===== src/rtl/axi4_stream_frag_sched.sv =====
// axi4_stream_frag_sched: packet-level round-robin arbiter that lets several
// AXI4-Stream sources share one downstream fragmenter. A grant is held for a
// whole packet. The fragment size for the granted source is latched at grant time.
module axi4_stream_frag_sched #(
  parameter int N_SRC               = 4,
  parameter int TDATA_WIDTH         = 64,
  parameter int TID_WIDTH           = 1,
  parameter int TDEST_WIDTH         = 1,
  parameter int TUSER_WIDTH         = 1,
  parameter int MAX_FRAG_SIZE       = 2048,
  parameter int MAX_FRAG_SIZE_WIDTH = $clog2(MAX_FRAG_SIZE),
  parameter bit TDEST_FROM_SRC      = 1'b0
) (
  input  logic                                         clk_i,
  input  logic                                         rst_i,
  input  logic [N_SRC-1:0]                             src_en_i,
  input  logic [N_SRC*(MAX_FRAG_SIZE_WIDTH+1)-1:0]     frag_size_i,
  // source streams, source k occupies slice k of each vector
  input  logic [N_SRC-1:0]                             pkt_i_tvalid,
  output logic [N_SRC-1:0]                             pkt_i_tready,
  input  logic [N_SRC*TDATA_WIDTH-1:0]                 pkt_i_tdata,
  input  logic [N_SRC*(TDATA_WIDTH/8)-1:0]             pkt_i_tstrb,
  input  logic [N_SRC*(TDATA_WIDTH/8)-1:0]             pkt_i_tkeep,
  input  logic [N_SRC-1:0]                             pkt_i_tlast,
  input  logic [N_SRC*TID_WIDTH-1:0]                   pkt_i_tid,
  input  logic [N_SRC*TDEST_WIDTH-1:0]                 pkt_i_tdest,
  input  logic [N_SRC*TUSER_WIDTH-1:0]                 pkt_i_tuser,
  // stream towards the fragmenter
  output logic                                         pkt_o_tvalid,
  input  logic                                         pkt_o_tready,
  output logic [TDATA_WIDTH-1:0]                       pkt_o_tdata,
  output logic [(TDATA_WIDTH/8)-1:0]                   pkt_o_tstrb,
  output logic [(TDATA_WIDTH/8)-1:0]                   pkt_o_tkeep,
  output logic                                         pkt_o_tlast,
  output logic [TID_WIDTH-1:0]                         pkt_o_tid,
  output logic [TDEST_WIDTH-1:0]                       pkt_o_tdest,
  output logic [TUSER_WIDTH-1:0]                       pkt_o_tuser,
  output logic [MAX_FRAG_SIZE_WIDTH:0]                 max_frag_size_o,
  output logic [$clog2(N_SRC)-1:0]                     grant_o,
  output logic                                         busy_o
);

  localparam int GW = $clog2(N_SRC);
  localparam int SW = MAX_FRAG_SIZE_WIDTH + 1;
  localparam int KW = TDATA_WIDTH / 8;
  localparam logic [SW-1:0] MAX_SIZE = SW'(MAX_FRAG_SIZE);

  typedef enum logic {
    IDLE = 1'b0,
    BUSY = 1'b1
  } state_t;

  state_t          state_q;
  state_t          state_d;
  logic [GW-1:0]   last_q;
  logic [GW-1:0]   grant_q;
  logic [SW-1:0]   max_q;
  logic [N_SRC-1:0] req;
  logic [GW-1:0]   winner;
  logic [GW-1:0]   cand;
  logic            found;
  logic [SW-1:0]   size_raw;
  logic [SW-1:0]   size_clean;
  logic            out_hs_last;

  assign req = pkt_i_tvalid & src_en_i;

  // Round-robin search starting just after the last winner, wrapping around
  always_comb begin
    winner = '0;
    found  = 1'b0;
    cand   = '0;
    for (int i = 1; i <= N_SRC; i++) begin
      cand = GW'((int'(last_q) + i) % N_SRC);
      if (!found && req[cand]) begin
        winner = cand;
        found  = 1'b1;
      end
    end
  end

  // Zero or oversized configuration falls back to the largest legal fragment
  always_comb begin
    size_raw   = frag_size_i[int'(winner)*SW +: SW];
    size_clean = size_raw;
    if (size_raw == '0 || size_raw > MAX_SIZE) begin
      size_clean = MAX_SIZE;
    end
  end

  // FSM state register
  always_ff @(posedge clk_i) begin
    if (rst_i) begin
      state_q <= IDLE;
    end else begin
      state_q <= state_d;
    end
  end

  assign out_hs_last = pkt_o_tvalid && pkt_o_tready && pkt_o_tlast;

  // Next state: grab a packet when anyone requests, release after its tlast beat
  always_comb begin
    state_d = state_q;
    case (state_q)
      IDLE: if (found) state_d = BUSY;
      BUSY: if (out_hs_last) state_d = IDLE;
      default: state_d = IDLE;
    endcase
  end

  // Grant, round-robin pointer and fragment size are captured only when a packet is won
  always_ff @(posedge clk_i) begin
    if (rst_i) begin
      last_q  <= GW'(N_SRC - 1);
      grant_q <= '0;
      max_q   <= MAX_SIZE;
    end else if (state_q == IDLE && found) begin
      last_q  <= winner;
      grant_q <= winner;
      max_q   <= size_clean;
    end
  end

  // Only the granted source sees the downstream ready, and only while busy
  always_comb begin
    pkt_i_tready = '0;
    if (state_q == BUSY) begin
      pkt_i_tready[grant_q] = pkt_o_tready;
    end
  end

  assign pkt_o_tvalid = (state_q == BUSY) && pkt_i_tvalid[grant_q];
  assign pkt_o_tdata  = pkt_i_tdata[int'(grant_q)*TDATA_WIDTH +: TDATA_WIDTH];
  assign pkt_o_tstrb  = pkt_i_tstrb[int'(grant_q)*KW +: KW];
  assign pkt_o_tkeep  = pkt_i_tkeep[int'(grant_q)*KW +: KW];
  assign pkt_o_tlast  = pkt_i_tlast[grant_q];
  assign pkt_o_tid    = pkt_i_tid[int'(grant_q)*TID_WIDTH +: TID_WIDTH];
  assign pkt_o_tuser  = pkt_i_tuser[int'(grant_q)*TUSER_WIDTH +: TUSER_WIDTH];

  generate
    if (TDEST_FROM_SRC) begin : g_tdest_src
      assign pkt_o_tdest = TDEST_WIDTH'(grant_q);
    end else begin : g_tdest_pass
      assign pkt_o_tdest = pkt_i_tdest[int'(grant_q)*TDEST_WIDTH +: TDEST_WIDTH];
    end
  endgenerate

  assign max_frag_size_o = max_q;
  assign grant_o         = grant_q;
  assign busy_o          = (state_q == BUSY);

endmodule


===== config.mk =====
export PLATFORM = sky130hd
export DESIGN_NAME = axi4_stream_frag_sched
export DESIGN_NICKNAME = d
export VERILOG_FILES = /design/src/rtl/axi4_stream_frag_sched.sv
export SDC_FILE = /design/constraint.sdc
export NUM_CORES = 1
export LEC_CHECK = 0
export CORE_AREA = 2 2 196 198
export CTS_CLUSTER_DIAMETER = 150
export CTS_CLUSTER_SIZE = 24
export DETAILED_ROUTE_END_ITERATION = 8
export DIE_AREA = 0 0 198 200
export GPL_TIMING_DRIVEN = 0
export PLACE_DENSITY = 0.4
export SLEW_MARGIN = 20
export SYNTH_ARGS = -nofsm -noshare
export SYNTH_HDL_FRONTEND = slang
export SYNTH_SLANG_ARGS = --single-unit

===== constraint.sdc =====
create_clock -name clk_i -period 2.79 [get_ports clk_i]
set_input_delay 0.279 -clock clk_i [delete_from_list [all_inputs] [get_ports clk_i]]
set_output_delay 0.279 -clock clk_i [all_outputs]
set_load 0.01 [all_outputs]

==> metrics.txt <==
initial antenna violation count 1; Post-Syn Area 3260 um^2; vias in the first global route 4931; dpl cells 1264; setup ws final 157 ps; Post-DP Area 8890 um^2; Most Crowded Layer GR met2; Chip Width 198 um; Period minus WS final 2630 ps; Synth Register Bits 17; sequential share of the synthesized area 0.104; hold slack 460 ps; Tightest Hold Check Type flop to flop; crit path cell chain clkbuf_8 -> buf_2 -> mux4_2 -> clkdlybuf4s50_1; Rel. slew slack 0.574; Starting Density 0.0873; Synth Flop Type dfxtp_1; setup TNS 0 ps; overall power 2.71 mW; Post-synth EDFFs 0; Least-Margin Pin Slew 639 ps; # rows 71; clk slew on worst S/H paths 50 ps; Syn Nets 650; I/O pin total 499; CP max stage cell mux4_2; DR iter-0 viols 163; crit start category flop; count of cell types in the netlist 39; top cells by count, synth mux4_2 (84), dfxtp_1 (17), a221oi_1 (16), and2_1 (14), clkbuf_1 (14); first-pass GRT wire length 38000 um; Slew Limit Fails 0; first drt pass iteration count 4; area grow syn2layout 177%; routed len/inst 23.0 um; most common cell in the netlist mux4_2; fmax 380 MHz; GR Layer Usage met3 0.0346; met2 GRT Util 0.239; CP max stage delay 590 ps; CTS H-Tree Depth 1; CTS tree yes; status completed; LEAKAGE 3.04 nW; nets@finish 1153; number of I/O port buffers 498; dpl hpwl 25800 um; fraction of layout cells with a size suffix above 1 0.168; Mapped Cells 255; CP endpoint kind primary output; PD cells 299 nW/um^2; Total Routing Usage GR 0.134; number of buffers created by CTS 3; Chip Height 200 um; Mapped Avg Cell Area 12.8 um^2; via count 4746; core box area 37400 um^2; TritonCTS Sinks 17; Hold Fails Final Rpt 0; WP buf/inv 3; DRT antenna net count 0; utilization after layout 0.242; Clock Path Buffers 2; die area 39600 um^2; Setup-failing EPs final 0; Max FO, Critical Path 10; worst skew pair latency 250 ps; Area contributors post-synth mux4_2 (58%), dfxtp_1 (10%), a221oi_1 (4.3%); crit path DAT 2350 ps; Final GP Congestion 0.771; kind of critical path flop to primary output; data required time of the critical path 2510 ps; post-synth top area share 0.580; fin crit share 0.944; Post-CTS Setup Bufs 0; delay-heaviest family, CP buffers and inverters; design area 9040 um^2; Synth area leader mux4_2; Congestion Overflow GR 0; ys async rst share 0; Remaining DRCs 0; unrepaired setup endpoints after global routing false; Fillers 4025; clock root buffer clkbuf_16; max-cap viol count 0; Clock Skew 1.77 ps; non-filler instance count after layout 1270; worst slack at placement -926 ps; vias per cell 3.74; Max IR drop VDD 0.190 mV; met1 Usage GRT 0.172; largest net degree at the start of global routing 11; yosys warns 0; Routed WL 29200 um
## path summary, 6_finish.rpt
path	startpoint	endpoint	slack (ps)	cells after the start
max	grant_o[0]$_SDFFE_PP0P_	pkt_o_tdata[47]	160	4
min	max_frag_size_o[4]$_SDFFE_PP0P_	max_frag_size_o[4]$_SDFFE_PP0P_	460	2
max reg2reg	last_q[0]$_SDFFE_PP1P_	max_frag_size_o[11]$_SDFFE_PP1P_	370	10
min reg2reg	max_frag_size_o[4]$_SDFFE_PP0P_	max_frag_size_o[4]$_SDFFE_PP0P_	460	2
## routing by layer
metal	part of all wire	routed length, um
met5	0.00048	14
met4	0.0039	115
met3	0.084	2460
met2	0.50	14700
met1	0.41	12000
## worst min-delay path, delay by kind of cell, from the launching register on
kind	cells	cell delay, ps
AOI/OAI and AO/OA	1	50
and+or+nand+nor	1	50
DFF	1	310
## cells in the final DEF (no fill, tap or decap), drive strengths merged, types with 2 or more instances in the layout
master / n
nor3: 7
inv: 3
clkdlybuf4s50: 497
a221oi: 16
mux2i: 11
and2: 19
mux4: 85
o221ai: 2
nand3: 5
buf: 15
o21ai: 4
clkbuf: 18
a21oi: 9
a22oi: 4
o22ai: 4
dfxtp: 17
a32o: 4
a211o: 2
nor4: 5
diode: 2
nand2: 9
nor2: 12
## cell families (layout without fill, tap and decap cells)
group | Yosys count | in the layout | synth area share
AO/OA/AOI/OAI | 50 | 50 | 0.121
buffers and inverters | 32 | 534 | 0.0502
flip-flops | 17 | 17 | 0.104
multiplexers | 97 | 97 | 0.625
other | 0 | 2 | 0
AND/OR/NAND/NOR | 59 | 59 | 0.0997
## area by class of cell
class / instances / area, um^2 / area share
tap: 511 / 639 / 0.0707
sequential: 17 / 340 / 0.0376
antenna: 2 / 5.00 / 0.000553
clock buffer: 4 / 78.8 / 0.00872
timing repair buffer: 498 / 4990 / 0.551
multi-input combinational: 206 / 2770 / 0.306
buffer: 29 / 213 / 0.0235
inverter: 3 / 11.3 / 0.00125
## what timing repair did
action / CTS / global route
setup endpoints to repair: 88 / 17
resized for setup: 41 / 11
hold buffers: 0 / 0
## power by group
part	internal (mW)	switching, mW
Sequential	0.271	0.0231
Combinational	1.31	0.818
Clock	0.194	0.0920
Total	1.77	0.933
## sequential cells by signal, summed over array words and instances (netlist names)
name / flops
grant_o: 2
max_frag_size_o: 12
last_q: 2
busy_o: 1
(Power assumes the default switching activity.)
==> patch 1: new RTL, same settings <==
`TDATA_WIDTH`: 64 -> 56.
--- a/src/rtl/axi4_stream_frag_sched.sv
+++ b/src/rtl/axi4_stream_frag_sched.sv
@@ -3,7 +3,7 @@
 // whole packet. The fragment size for the granted source is latched at grant time.
 module axi4_stream_frag_sched #(
   parameter int N_SRC               = 4,
-  parameter int TDATA_WIDTH         = 64,
+  parameter int TDATA_WIDTH         = 56,
   parameter int TID_WIDTH           = 1,
   parameter int TDEST_WIDTH         = 1,
   parameter int TUSER_WIDTH         = 1,
Interface: changed (6 resized); port bits go from 499 to 449. No check against the original RTL was run, so the function may have changed too.
==> patch 1 against the original RTL <==
Setup slack lost 0.029 ns; cell area decreased by 8.1%; global-route usage decreased by 1.8 points; routed wire length shrank 13%; sequential cell count unchanged; total power shrank 7.8%; synthesized area down 7.1%.
==> patch 1: results (changes against the original RTL) <==
status finished clean; Vias per Instance 3.55 (-4.9%); worst-skew pair later-pin latency 0.25 ns (about the same); Crit-path slowest cell clkbuf_1; post-CTS sizing 32 (-22%); pin count of the biggest net entering global routing 11 (unchanged); slowest cell delay on critical path 0.58 ns; worst setup path end pkt_o_tdata[12]; Area contributors post-synth mux4_2 (55%), dfxtp_1 (11%), a221oi_1 (4.6%), mux2i_1 (3.6%), and2_1 (2.9%); Worst Tran Pin Value 0.719 ns (+0.0791 ns); met2 Track Usage GR 0.203 (-0.0361); met2 wire length 12600 µm (-14%); crit path launch grant_o[1]; Reg2Reg Depth 10 (unchanged); Seq/Total Area, Yosys 0.112 (+0.00800); CTS clock-pin slew for the worst setup and hold paths 0.05 ns (about the same); vias in the first global route 4404 (-11%); CTS max path bufs 2 (unchanged); layout cells sized above 1 0.165 (-0.00230); Top Metal Used met5; Area Overhead vs Synth 174%; fillers 4061 (+0.89%); Reg-to-Reg Start last_q[0]; Yosys warning total 0 (unchanged); peak supply drop 0.165 mV (-13%); multiplexer share of the synthesized area 0.598 (-0.0263); Top FF cell, synth dfxtp_1; Nets 1051 (-8.8%); CP delay by family, top buffers and inverters; CP max FO 10 (unchanged); GRT Overall Usage 0.116 (-0.0184); max reg flops 12 (unchanged); wire per inst 21.1 µm (-8.2%); Synth async-reset ratio 0 (unchanged); Leakage 2.76 nW (-9.3%); hold_sp max_frag_size_o[4]; final setup skew 0.00257 ns (+0.000792 ns); Reg-to-Reg End max_frag_size_o[11]; Post-Route M1 WL 10400 µm (-13%); met3 WL 2290 µm (-6.7%); Initial DRC Count 120 (-26%); initial antenna violation count 2 (+1); M1 GR Usage 0.147 (-0.0249); R2R Setup Slk 0.41 ns (+0.04 ns); Post-DP Area 0.00816 mm² (-8.2%); Synth cell types 39 (unchanged); IO Port Bufs 448 (-10%); Compound-Gate Fraction of Synth Area 0.130 (+0.00930); routability cong. 0.755 (-2.0%); XOR/XNOR Fraction of Synth Area 0 (unchanged); arrival time of the worst setup path 2.38 ns (+0.03 ns); synth cell count leaders mux4_2 (74), dfxtp_1 (17), a221oi_1 (16); syn_nets 598 (-8.0%); global-route wire length before repair 32900 µm (-13%); hpwl dp 22600 µm (-13%); Synth Area in Adders 0 (unchanged); ant diodes 0 (-2); met3 Use GR 0.0355 (+0.000840); H-tree level count 1 (unchanged)
[patch 1: metrics by stage]
step                hold WS (ns)  setup WS, ns  instances
finish                     0.453         0.128       1206
global route               0.489       0.00176       1206
CTS                        0.457       0.00274       1206
detailed placement         0.451        -0.877       1202
global placement           0.447        -0.912       1202
floorplan                  0.442         0.501        243
[patch 1: layout make-up]
cell class,count,share of cell area
clock buffers,4,0.00949
flip-flops and latches,17,0.0410
plain buffers,27,0.0238
repair buffers,448,0.540
multi-input cells,196,0.308
well taps,511,0.0770
inverters,3,0.00136
[patch 1: power by group]
part	internal (W)	switching (W)	leakage [nW]
logic	0.00118	0.000735	2.58
registers	0.000271	0.0000248	0.140
clock network	0.000194	0.0000897	0.0382
[patch 1: cells by family (layout without fill, tap and decap cells)]
| family | count (synthesis) | after routing |
|---|---|---|
| AO/OA/AOI/OAI | 50 | 50 |
| buffers and inverters | 30 | 482 |
| flip-flops | 17 | 17 |
| multiplexers | 87 | 87 |
| AND/OR/NAND/NOR | 59 | 59 |
==> patch 2: new RTL, config.mk and constraints unchanged <==
Made on the original files. Make the reset (`rst_i`) asynchronous in 2 clocked blocks.
--- a/src/rtl/axi4_stream_frag_sched.sv
+++ b/src/rtl/axi4_stream_frag_sched.sv
@@ -89,7 +89,7 @@
   end
 
   // FSM state register
-  always_ff @(posedge clk_i) begin
+  always_ff @(posedge clk_i or posedge rst_i) begin
     if (rst_i) begin
       state_q <= IDLE;
     end else begin
@@ -110,7 +110,7 @@
   end
 
   // Grant, round-robin pointer and fragment size are captured only when a packet is won
-  always_ff @(posedge clk_i) begin
+  always_ff @(posedge clk_i or posedge rst_i) begin
     if (rst_i) begin
       last_q  <= GW'(N_SRC - 1);
       grant_q <= '0;
Check against the original RTL: differs if rst_i is asserted again (counterexample within 4 cycles, from zero or initial values and one cycle with rst_i high); with rst_i held inactive, the same outputs for 4 cycles.
==> patch 2 against the original RTL <==
Setup slack gained 0.0011 ns; routed wire length increased by 0.96%; utilization barely moved; register-to-register slack improved by 0.02 ns; maximum frequency is essentially flat; sequential cell count is the same; synthesized area down 0.54%; cell area about the same; critical path type unchanged; largest cell class unchanged; highest routed layer unchanged.
Power is not compared: it rests on default switching activity, and its combinational part moved more than twofold at a synthesized area within 25%.
==> patch 2: results (changes against the original RTL) <==
Compound-Gate Fraction of Synth Area 0.0987 (-0.0225); Crit-path slowest cell clkdlybuf4s50_1; Yosys warning total 0 (unchanged); CTS clock-pin slew for the worst setup and hold paths 0.05 ns (about the same); Slew Limit Fails 0 (unchanged); Leakage 3.15 nW; CTS max path bufs 2 (unchanged); slowest cell delay on critical path 0.57 ns (-0.02 ns); max reg flops 12 (unchanged); WL final 29500 µm (+0.96%); status finished clean; Synth Area in Adders 0 (unchanged); hpwl dp 26100 µm (+0.95%); Seq/Total Area, Yosys 0.132 (+0.0279); multiplexer share of the synthesized area 0.666 (+0.0411); Nets 1139 (-1.2%); final setup skew 0.00161 ns (-0.000160 ns); IO Port Bufs 498 (unchanged); Vias per Instance 3.65 (-2.4%); GRT Overall Usage 0.137 (+0.00283); class of the worst hold path in2async; CP max FO 10 (unchanged); arrival time of the worst setup path 2.35 ns (about the same); pin count of the biggest net entering global routing 18 (+7); Synth cell types 33 (-15%); XOR/XNOR Fraction of Synth Area 0 (unchanged); Worst Tran Pin Value 0.820 ns (+0.180 ns); worst-skew pair later-pin latency 0.25 ns (about the same); Area contributors post-synth mux4_2 (59%), dfrtp_1 (11%), mux2i_1 (5.5%), nand2_1 (2.9%), dfstp_2 (2.4%); peak supply drop 0.254 mV; DRC violations left 0 (unchanged); layout cells sized above 1 0.172 (+0.00451); final setup TNS 0 ns (unchanged); initial antenna violation count 6 (+5); Synth async-reset ratio 1.00 (+1.00); Top FF cell, synth dfrtp_1; vias in the first global route 4819 (-2.3%); global-route wire length before repair 38300 µm (+0.94%); Initial DRC Count 117 (-28%); DRT Pass-1 Iters 4 (unchanged); root buffer cell clkbuf_16; synth cell count leaders mux4_2 (85), nand2_1 (25), mux2i_1 (18); H-tree level count 1 (unchanged); routability cong. 0.784 (+1.7%); TritonCTS buffer count 3 (unchanged); syn_nets 634 (-2.5%)
patch 2: cell types whose count changed after synthesis, sizes merged, moves of 13 or more:
cell,change
a221oi,-16
nand2,+16
and2,-17
dfrtp,+14
o31ai,+13
dfxtp,-17
patch 2: cell families after synthesis:
family / after synthesis
AO/OA/AOI/OAI: 41
flip-flops: 17
multiplexers: 108
AND/OR/NAND/NOR: 42
buffers and inverters: 31
patch 2: area by class of cell:
type	count	area [µm²]
clock buffers	3	75.1
well taps	511	639
repair buffers	502	5030
clock inverters	1	5.00
fillers	3991	28400
multi-input cells	191	2670
diodes	2	5.00
plain buffers	27	169
flip-flops and latches	17	437
inverters	2	7.51
patch 2: stage by stage:
stage / cell area, µm² / hold WS [ns] / instances / setup WS (ns) / power, W
floorplan: 3250 / 0.203 / 239 / 0.567 / 0.00304
global placement: 8870 / 0.461 / 1248 / -0.961 / 0.00613
detailed placement: 8870 / 0.469 / 1248 / -0.912 / 0.00608
CTS: 9000 / 0.483 / 1250 / 0.000609 / 0.00648
global route: 9040 / 0.503 / 1256 / 0.0272 / 0.00671
finish: 9040 / 0.466 / 1256 / 0.158 / 0.00633
patch 2: final timing paths:
path / start / end / slack, ns / depth (start not counted)
setup / recovery: grant_o[1] / pkt_o_tdata[53] / 0.16 / 4
hold / removal: rst_i / max_frag_size_o[10] / 0.47 / 2
setup reg to reg: last_q[1] / max_frag_size_o[11] / 0.39 / 9
hold reg to reg: max_frag_size_o[2] / max_frag_size_o[2] / 0.48 / 2
max in group asynchronous: rst_i / grant_o[0] / 1.80 / 2
min in group clk_i: max_frag_size_o[2] / max_frag_size_o[2] / 0.48 / 2
patch 2: where the power goes:
group,internal [W],switching (W),total (W),leakage (nW)
clock,0.000192,0.0000957,0.000288,0.0409
combinational,0.00315,0.00237,0.00552,2.90
sequential,0.000387,0.000134,0.000521,0.207
total,0.00373,0.00260,0.00633,3.15
patch 2: routing by layer:
| layer | vias to the layer above | wire (µm) | track usage |
|---|---|---|---|
| met1 | 2254 | 11400 | 0.163 |
| met3 | 16 | 3020 | 0.0474 |
| li1 | 2061 | - | - |
| met4 | 8 | 265 | 0.0198 |
| met5 | - | 46 | 0 |
| met2 | 241 | 14800 | 0.244 |
patch 2: critical path, delay by kind of cell, from the launching register on:
family | cells | cell delay, ns
DFF | 1 | 0.53
muxes | 1 | 0.40
buffers and inverters | 3 | 1.17
patch 2: repair_timing:
item / CTS / global route
endpoints found under the setup margin: 89 / 9
gates resized for setup: 31 / 6
pin swaps: 0 / 1
setup buffers: 0 / 4
